[src/rtl/uart_pkg.sv]
// Shared UART definitions: receiver state encoding, default oversampling
// ratio and the baud divisor helper used by both receiver and transmitter.
package uart_pkg;

  typedef enum logic [2:0] {
    ST_IDLE,
    ST_START,
    ST_DATA,
    ST_STOP,
    ST_BREAK
  } rx_state_t;

  localparam int OVERSAMPLE_DEF = 16;

  // Clocks per oversample tick, truncated, never below 1.
  function automatic int baud_div(input int clk_hz, input int baud, input int os);
    int d;
    d = clk_hz / (baud * os);
    return (d < 1) ? 1 : d;
  endfunction

endpackage

[src/rtl/baud_tick_gen.sv]
// Oversample tick generator: one-cycle tick every DIV clocks while enabled.
// clr restarts the phase so the first tick lands DIV clocks after release.
module baud_tick_gen #(
  parameter int DIV = 4
) (
  input  logic clk,
  input  logic rst,
  input  logic clr,
  input  logic en,
  output logic tick
);

  localparam int CW = (DIV > 1) ? $clog2(DIV) : 1;
  localparam logic [CW-1:0] LAST = CW'(DIV - 1);

  logic [CW-1:0] cnt;

  assign tick = en && !clr && (cnt == LAST);

  // Phase counter; wraps at DIV-1, held when disabled, zeroed on clr.
  always_ff @(posedge clk or posedge rst) begin
    if (rst) begin
      cnt <= '0;
    end else if (clr) begin
      cnt <= '0;
    end else if (en) begin
      cnt <= (cnt == LAST) ? '0 : cnt + 1'b1;
    end
  end

endmodule

[src/rtl/uart_byte_rx.sv]
// 8N1 oversampling UART receiver with glitch-start rejection and framing
// error detection. Each bit is the majority of three samples around mid-bit.
//
// state    | meaning
// ---------+-----------------------------------------------------------
// ST_IDLE  | line idle, waiting for a falling edge on rxs
// ST_START | validating the start bit at its middle
// ST_DATA  | shifting in 8 data bits, LSB first
// ST_STOP  | checking the stop bit; good byte or framing error
// ST_BREAK | after a framing error, wait for one full bit time of high
module uart_byte_rx
  import uart_pkg::*;
#(
  parameter int CLK_HZ     = 50_000_000,
  parameter int BAUD       = 115_200,
  parameter int OVERSAMPLE = OVERSAMPLE_DEF
) (
  input  logic       clk,
  input  logic       rst,
  input  logic       rx,
  output logic [7:0] rxdata,
  output logic       rxfinish,
  output logic       frame_err,
  output logic       busy
);

  localparam int DIV = baud_div(CLK_HZ, BAUD, OVERSAMPLE);
  localparam int SW  = $clog2(OVERSAMPLE);
  localparam logic [SW-1:0] SC_LAST = SW'(OVERSAMPLE - 1);
  localparam logic [SW-1:0] SC_M0   = SW'(OVERSAMPLE / 2 - 1);
  localparam logic [SW-1:0] SC_M1   = SW'(OVERSAMPLE / 2);
  localparam logic [SW-1:0] SC_M2   = SW'(OVERSAMPLE / 2 + 1);

  rx_state_t     state, state_nxt;
  logic [1:0]    sync;
  logic          rxs, rxs_prev;
  logic          tick, clr;
  logic [SW-1:0] scnt, scnt_nxt, scnt_inc;
  logic [2:0]    bitcnt, bitcnt_nxt;
  logic [7:0]    shreg, shreg_nxt;
  logic          samp_a, samp_b, maj, mid;
  logic          fin_nxt, ferr_nxt;

  assign rxs      = sync[1];
  assign busy     = (state != ST_IDLE);
  assign maj      = (samp_a & samp_b) | (samp_a & rxs) | (samp_b & rxs);
  assign mid      = tick && (scnt == SC_M2);
  assign scnt_inc = (scnt == SC_LAST) ? '0 : scnt + 1'b1;

  baud_tick_gen #(.DIV(DIV)) u_tick (
    .clk  (clk),
    .rst  (rst),
    .clr  (clr),
    .en   (busy),
    .tick (tick)
  );

  // Two-flop synchroniser plus previous-value flop for start-edge detection.
  always_ff @(posedge clk or posedge rst) begin
    if (rst) begin
      sync     <= 2'b11;
      rxs_prev <= 1'b1;
    end else begin
      sync     <= {sync[0], rx};
      rxs_prev <= sync[1];
    end
  end

  // Capture the first two of the three mid-bit samples; the third is live rxs.
  always_ff @(posedge clk or posedge rst) begin
    if (rst) begin
      samp_a <= 1'b0;
      samp_b <= 1'b0;
    end else if (tick) begin
      if (scnt == SC_M0) samp_a <= rxs;
      if (scnt == SC_M1) samp_b <= rxs;
    end
  end

  // Next-state and strobe decisions, evaluated at the mid-bit majority point.
  always_comb begin
    state_nxt  = state;
    scnt_nxt   = scnt;
    bitcnt_nxt = bitcnt;
    shreg_nxt  = shreg;
    clr        = 1'b0;
    fin_nxt    = 1'b0;
    ferr_nxt   = 1'b0;
    case (state)
      ST_IDLE: begin
        if (rxs_prev && !rxs) begin
          state_nxt = ST_START;
          scnt_nxt  = '0;
          clr       = 1'b1;
        end
      end
      ST_START: begin
        if (tick) scnt_nxt = scnt_inc;
        if (mid) begin
          if (!maj) begin
            state_nxt  = ST_DATA;
            bitcnt_nxt = '0;
          end else begin
            state_nxt = ST_IDLE;
          end
        end
      end
      ST_DATA: begin
        if (tick) scnt_nxt = scnt_inc;
        if (mid) begin
          shreg_nxt = {maj, shreg[7:1]};
          if (bitcnt == 3'd7) state_nxt = ST_STOP;
          else bitcnt_nxt = bitcnt + 3'd1;
        end
      end
      ST_STOP: begin
        if (tick) scnt_nxt = scnt_inc;
        if (mid) begin
          if (maj) begin
            fin_nxt   = 1'b1;
            state_nxt = ST_IDLE;
          end else begin
            ferr_nxt  = 1'b1;
            state_nxt = ST_BREAK;
            scnt_nxt  = '0;
          end
        end
      end
      ST_BREAK: begin
        // scnt counts consecutive high ticks; any low sample restarts the wait.
        if (!rxs) begin
          scnt_nxt = '0;
        end else if (tick) begin
          if (scnt == SC_LAST) begin
            state_nxt = ST_IDLE;
            scnt_nxt  = '0;
          end else begin
            scnt_nxt = scnt + 1'b1;
          end
        end
      end
      default: state_nxt = ST_IDLE;
    endcase
  end

  // State, counters, shift register and registered output strobes.
  always_ff @(posedge clk or posedge rst) begin
    if (rst) begin
      state     <= ST_IDLE;
      scnt      <= '0;
      bitcnt    <= '0;
      shreg     <= '0;
      rxdata    <= 8'h00;
      rxfinish  <= 1'b0;
      frame_err <= 1'b0;
    end else begin
      state     <= state_nxt;
      scnt      <= scnt_nxt;
      bitcnt    <= bitcnt_nxt;
      shreg     <= shreg_nxt;
      rxfinish  <= fin_nxt;
      frame_err <= ferr_nxt;
      if (fin_nxt) rxdata <= shreg;
    end
  end

endmodule

[config.mk]
export PLATFORM = sky130hd
export DESIGN_NAME = uart_byte_rx
export DESIGN_NICKNAME = d
export VERILOG_FILES = /design/src/rtl/uart_pkg.sv /design/src/rtl/baud_tick_gen.sv /design/src/rtl/uart_byte_rx.sv
export SDC_FILE = /design/constraint.sdc
export NUM_CORES = 1
export LEC_CHECK = 0
export BUFFER_PORTS_ARGS = -buffer_cell sky130_fd_sc_hd__buf_2
export CAP_MARGIN = 20
export CORE_MARGIN = 1.5
export CORE_UTILIZATION = 45
export CTS_CLUSTER_SIZE = 20
export DETAILED_ROUTE_END_ITERATION = 10
export SLEW_MARGIN = 20
export SYNTH_ARGS = -nofsm -noshare
export SYNTH_HDL_FRONTEND = slang
export SYNTH_HIERARCHICAL = 1
export SYNTH_SLANG_ARGS = --single-unit
[constraint.sdc]
create_clock -name clk -period 2.2 [get_ports clk]
set_input_delay 0.44 -clock clk [delete_from_list [all_inputs] [get_ports clk]]
set_output_delay 0.44 -clock clk [all_outputs]
set_load 0.005 [all_outputs]
Yosys cells after proc, flatten, opt, wreduce, memory -nomap -nowiden
Cells that the tools add are included.
Widths: inputs -> output; s select.
Word-level totals
  output and inout port bits: 11
  bits of input ports: 3
  register bits: 38
Cells by class
  bitwise logic cells: 5
  muxes and demuxes: 34
  reduce and logical (&&, ||, !) cells: 18
  equal/unequal tests: 20
  add/subtract/negate cells: 3
Operator list (number)
  $mux 3: 13
  $mux 4: 6
  $ne 2x2->1 const B: 10
  $pmux 4 s4: 1
  $mux 5: 3
  $pmux 3 s5: 1
  $eq 4x4->1 const B: 3
  $mux 1: 8
  $reduce_and 2->1: 4
  $reduce_and 8->1: 1
  $eq 3x2->1 const B: 2
  $eq 3x3->1 const B: 2
  $pmux 3 s2: 1
  $add 5x1->5 const B: 1
  $eq 5x5->1 const B: 1
  $reduce_and 5->1: 1
  $add 4x1->4 const B: 1
  $eq 4x3->1 const B: 1
  $logic_and 1x1->1: 4
  $reduce_bool 2->1: 2
  $reduce_bool 4->1: 1
  $add 3x1->3 const B: 1
  $and 1x1->1: 3
  $eq 3x1->1 const B: 1
  other kinds (6): 8

Depth between registers and ports, before layout
  word-level depth: 11
  mapped depth: 12
  depth with buffers taken out: 9

Modules after synthesis
Netlist, hierarchy kept.
Modules (own cells, without submodules)
  uart_byte_rx: cells an instance 129, area an instance 1559.0 µm², instances 1
  baud_tick_gen: cells an instance 33, area an instance 294.0 µm², instances 1

Worst setup path after synthesis
No wires, ideal clock.
  path type: reg-to-reg
  start: register state[0]
  end: register shreg[0]
  setup time: 0.125 ns
  slack: -0.109 ns
  data required time: 2.075 ns
  stages on the path, launching flop included: 12
  arrival: 2.185 ns
  cell sequence: dfrtp_1 > buf_2 > nor2_1 > nand2_1 > nor2_1 > nand2b_4 > nor2_1 > buf_4 > nand4b_1 > or3_1 > buf_2 > mux2_2
Between the ends
  elaborated cells between the ends (all ways): 9
RTL lines
  from (decl): RTL line uart_byte_rx.sv:34  | rx_state_t state, state_nxt;
  from (signal assigned): RTL line uart_byte_rx.sv:157  | state <= state_nxt;
  $reduce_bool 3->1: RTL line uart_byte_rx.sv:45  | assign busy = (state != ST_IDLE);
  named net busy: RTL line uart_byte_rx.sv:24  | output logic busy
  $logic_and 1x1->1 (2 in a row): RTL line baud_tick_gen.sv:18  | assign tick = en && !clr && (cnt == LAST);
  named net tick: RTL line uart_byte_rx.sv:37  | logic tick, clr;
  $logic_and 1x1->1: RTL line uart_byte_rx.sv:47  | assign mid = tick && (scnt == SC_M2);
  $reduce_and 2->1 (no source line)
  to (signal assigned): RTL line uart_byte_rx.sv:160  | shreg <= shreg_nxt;
  to (decl): RTL line uart_byte_rx.sv:40  | logic [7:0] shreg, shreg_nxt;
The timed path passes the listed nets, and every way through them passes these cells.
A chain may end at the register's enable or synchronous reset.

Worst setup path after layout
  start: register sync[1]
  end: register rxdata[1]
Between the ends
  word-level cells in the longest chain between the ends: 10
  elaborated cells between the ends (all ways): 15
RTL lines
  from (decl): RTL line uart_byte_rx.sv:35  | logic [1:0] sync;
  from (signal assigned): RTL line uart_byte_rx.sv:64  | sync <= {sync[0], rx};
  $logic_not 1->1
  $logic_and 1x1->1: RTL line uart_byte_rx.sv:91  | if (rxs_prev && !rxs) begin
  $mux 1: RTL line uart_byte_rx.sv:91
  $mux 1: RTL line uart_byte_rx.sv:89  | case (state)
  named net clr: RTL line uart_byte_rx.sv:37
  $logic_not 1->1: RTL line baud_tick_gen.sv:18
  $logic_and 1x1->1 (2 in a row): RTL line baud_tick_gen.sv:18
  named net tick: RTL line uart_byte_rx.sv:37
  $logic_and 1x1->1: RTL line uart_byte_rx.sv:47
  $mux 1: RTL line uart_byte_rx.sv:118  | if (mid) begin
  $mux 1: RTL line uart_byte_rx.sv:89
  to (signal assigned): RTL line uart_byte_rx.sv:163  | if (fin_nxt) rxdata <= shreg;
  to (decl): RTL line uart_byte_rx.sv:21  | output logic [7:0] rxdata,
The timed path passes the listed nets, and every way through them passes these cells.

==> impl_metrics.csv <==
group,metric,value,unit
floorplan,rows,23,
detailed_routing,wl_per_cell,13.9,um
finish,final_layout_size_suffix_gt1_frac,0.379,
detailed_routing,num_vias,1311,
clocking,clkLatencyLatePin,290,ps
logic_synthesis,postSynthCellCount,162,
sta,holdWs,37.4,ps
finish,area_delta_synth_final,21.1,%
critical_path,required,2380,ps
grt,grtUsageMet3,0.0567,
sta,grt_setup_unrepaired,"yes",
floorplan,start_util,0.467,
clocking,clockBufferDepth,2,
sta,worstMarginPinSlew,410,ps
sta,fmax,467,MHz
min_path,hold_class,"input port to asynchronous set/reset pin",
grt,top_usage_layer,"met2",
placed_design,hpwl,2.43,mm
power_and_ir_drop,finalPower,0.00177,W
power_and_ir_drop,worst_ir_drop_vdd,0.374,mV
sta,setup_viol,0,
finish,post-route-util,0.565,
sta,fin_worst_skew,3.61,ps
sta,relSlewSlack,0.727,
floorplan,core-area,0.00397,mm^2
power_and_ir_drop,cellPowerDensity,787,mW/mm^2
grt,overflow,0,
detailed_routing,dr.first_iter.drc_count,57,
placed_design,io_buffer_count,13,
clocking,cts_tree,"yes",
detailed_routing,drt-pass1-iter-count,4,
clocking,cts-root-buf,"clkbuf_8",
critical_path,path_class,"flip-flop to flip-flop",
floorplan,dieWidth,67.2,um
placed_design,gp_congestion,0.804,
grt,antenna_found_initial,0,
detailed_routing,viasPerCell,5.35,
finish,fin_nets,204,
critical_path,reg2reg_depth,8,
sta,hold_viol,0,
clocking,cts_sinks,38,
logic_synthesis,yosysSeqAreaShare,0.515,
critical_path,regToRegStartpoint,"sync[1]$_DFF_PP1_",
floorplan,die_area,0.00451,mm^2
grt,grt_pass1_vias,1350,
sta,post-route-period-util,0.974,
grt,use_met1,0.219,
detailed_routing,finalWirelength,3.41,mm
sta,report.final.slew_viol_count,0,
floorplan,ios,14,
detailed_routing,drc_errors,0,
clocking,path_clk_slew,80,ps
critical_path,endpoint_kind,"flip-flop",
critical_path,crit_path_start_kind,"flip-flop",
critical_path,worstPathMaxFanout,8,
sta,worst_slack,56.6,ps
clocking,cts_made_buffers,5,
grt,grt_max_degree,34,
floorplan,die_y,67.2,um
logic_synthesis,netlist_area,0.00185,mm^2
run,maxCapViolCount,0,
logic_synthesis,syn_avg_cell_area,11.4,um^2
critical_path,cp.arrival,2320,ps
grt,grt_usage,0.176,
logic_synthesis,yosys_warnings,6,
grt,grt_pass1_wl,5.90,mm
run_status,status,"finished, final reports clean",
detailed_routing,ant_nets,0,
power_and_ir_drop,power_leakage,1.14,nW
grt,met2_usage,0.286,
critical_path,reg2reg_to,"rxdata[1]$_DFFE_PP0P_",
logic_synthesis,syn_nets,172,
finish,antenna-diode-count,0,
clocking,h-tree-depth,2,
logic_synthesis,ys_ff_latch,38,
critical_path,rrSetupSlack,60,ps
finish,num-fill-cells,338,
sta,layout_min_cycle_time,2140,ps
logic_synthesis,synth_cell_types,40,
placed_design,place_ws,-77.7,ps
-- cells in the mapped netlist (all sizes together) --
| cell type | number | area share |
|---|---|---|
| a31oi | 2 | 0.0068 |
| maj3 | 1 | 0.0061 |
| dfrtp | 35 | 0.47 |
| and3 | 2 | 0.0068 |
| buf | 6 | 0.022 |
| a21o | 1 | 0.0041 |
| nand3 | 3 | 0.0081 |
| nor4b | 1 | 0.0047 |
| o2bb2ai | 1 | 0.0047 |
| nand4bb | 1 | 0.0061 |
| o311a | 1 | 0.0054 |
| and2b | 1 | 0.0047 |
| nand2 | 11 | 0.024 |
| o21ai | 15 | 0.041 |
| nor3b | 1 | 0.0041 |
| and4b | 1 | 0.0054 |
| nand4 | 1 | 0.0034 |
| nand2b | 5 | 0.021 |
| nand4b | 3 | 0.014 |
| a22o | 2 | 0.0095 |
| o211ai | 4 | 0.016 |
| mux2 | 18 | 0.13 |
| a31o | 1 | 0.0047 |
| nand3b | 1 | 0.0041 |
| and2 | 2 | 0.0068 |
| inv | 11 | 0.022 |
| o22ai | 2 | 0.0068 |
| nor3 | 3 | 0.0081 |
| a211o | 1 | 0.0054 |
| nor2 | 10 | 0.020 |
| a21oi | 1 | 0.0027 |
| or3 | 4 | 0.014 |
| ha | 7 | 0.047 |
| dfstp | 3 | 0.043 |
-- power by group --
part           switching [W]  total [W]  internal (W)
clock network       0.000253   0.000707      0.000454
logic               0.000123   0.000243      0.000121
registers          0.0000551   0.000817      0.000762
-- per-stage QoR --
step                      area [um^2]  setup TNS [ps]  cells
after global routing             2240           -14.4    245
final                            2240               0    245
after CTS                        2230               0    244
after detailed placement         2080            -895    236
after global placement           2080               0    236
after floorplan                  1870               0    162
-- per-layer routing --
metal	vias to the layer above	wire, um
met2	16	1700
met4	0	51
li1	636	-
met5	-	0
met3	6	107
met1	653	1550
-- worst max path at each step --
| stage | start | endpoint | slack (ps) |
|---|---|---|---|
| finish | sync[1]$_DFF_PP1_ | rxdata[1]$_DFFE_PP0P_ | 60 |
| global route | sync[1]$_DFF_PP1_ | rxdata[0]$_DFFE_PP0P_ | -7 |
| CTS | sync[1]$_DFF_PP1_ | rxdata[2]$_DFFE_PP0P_ | 6 |
| detailed placement | sync[1]$_DFF_PP1_ | bitcnt[0]$_DFFE_PP0P_ | -80 |
| global placement | sync[1]$_DFF_PP1_ | rxdata[2]$_DFFE_PP0P_ | 10 |
| floorplan | sync[1]$_DFF_PP1_ | shreg[0]$_DFFE_PP0P_ | 20 |
-- state kept, by name, summed over array words and instances (netlist names) --
signal / flops
rxdata: 8
bitcnt: 3
rxs_prev: 1
frame_err: 1
shreg: 8
samp_a: 1
rxfinish: 1
u_tick/cnt: 5
samp_b: 1
sync: 2
scnt: 4
state: 3
-- kinds of logic (layout without fill, tap and decap cells) --
kind of cell / Yosys count / in the layout / synth area share
AOI/OAI and AO/OA: 31 / 31 / 0.107
adders and majority gates: 8 / 8 / 0.0533
buffers and inverters: 17 / 50 / 0.0446
DFF: 38 / 38 / 0.515
muxes: 18 / 18 / 0.126
and+or+nand+nor: 50 / 50 / 0.155
-- worst max-delay path, stage by stage (launching register included) --
cell and delay (ps):
dfstp_2 530, nand2b_4 120, nor2_2 40, nand2b_4 140, nor2_4 120, and4b_1 250
nand2_2 70, or3_4 430, mux2_4 320
-- cells in the final DEF, fill, tap and decap left out, drive strengths merged, types with 2 or more instances in the layout --
cell type  count
a22o           2
a31oi          2
and2           2
and3           2
buf           31
bufinv         2
clkbuf         5
dfrtp         35
dfstp          3
ha             7
inv           11
mux2          18
nand2         11
nand2b         5
nand3          3
nand4b         3
nor2          10
nor3           3
o211ai         4
o21ai         15
o22ai          2
or3            4
-- cell type report --
| class | count | area, um^2 | share of cell area |
|---|---|---|---|
| inverter | 11 | 41.3 | 0.0184 |
| tap | 50 | 62.6 | 0.0279 |
| clock inverter | 3 | 68.8 | 0.0307 |
| clock buffer | 5 | 68.8 | 0.0307 |
| sequential | 38 | 955 | 0.425 |
| timing repair buffer | 31 | 200 | 0.0892 |
| multi-input combinational | 107 | 848 | 0.378 |
-- what timing repair did --
action,in CTS,in global routing
hold buffers,0,0
cloned,0,0
pin swaps,1,2
hold endpoints to repair,0,0
endpoints found under the setup margin,18,13
buffers inserted,0,2
resized for setup,3,3
(Power assumes the default switching activity.)
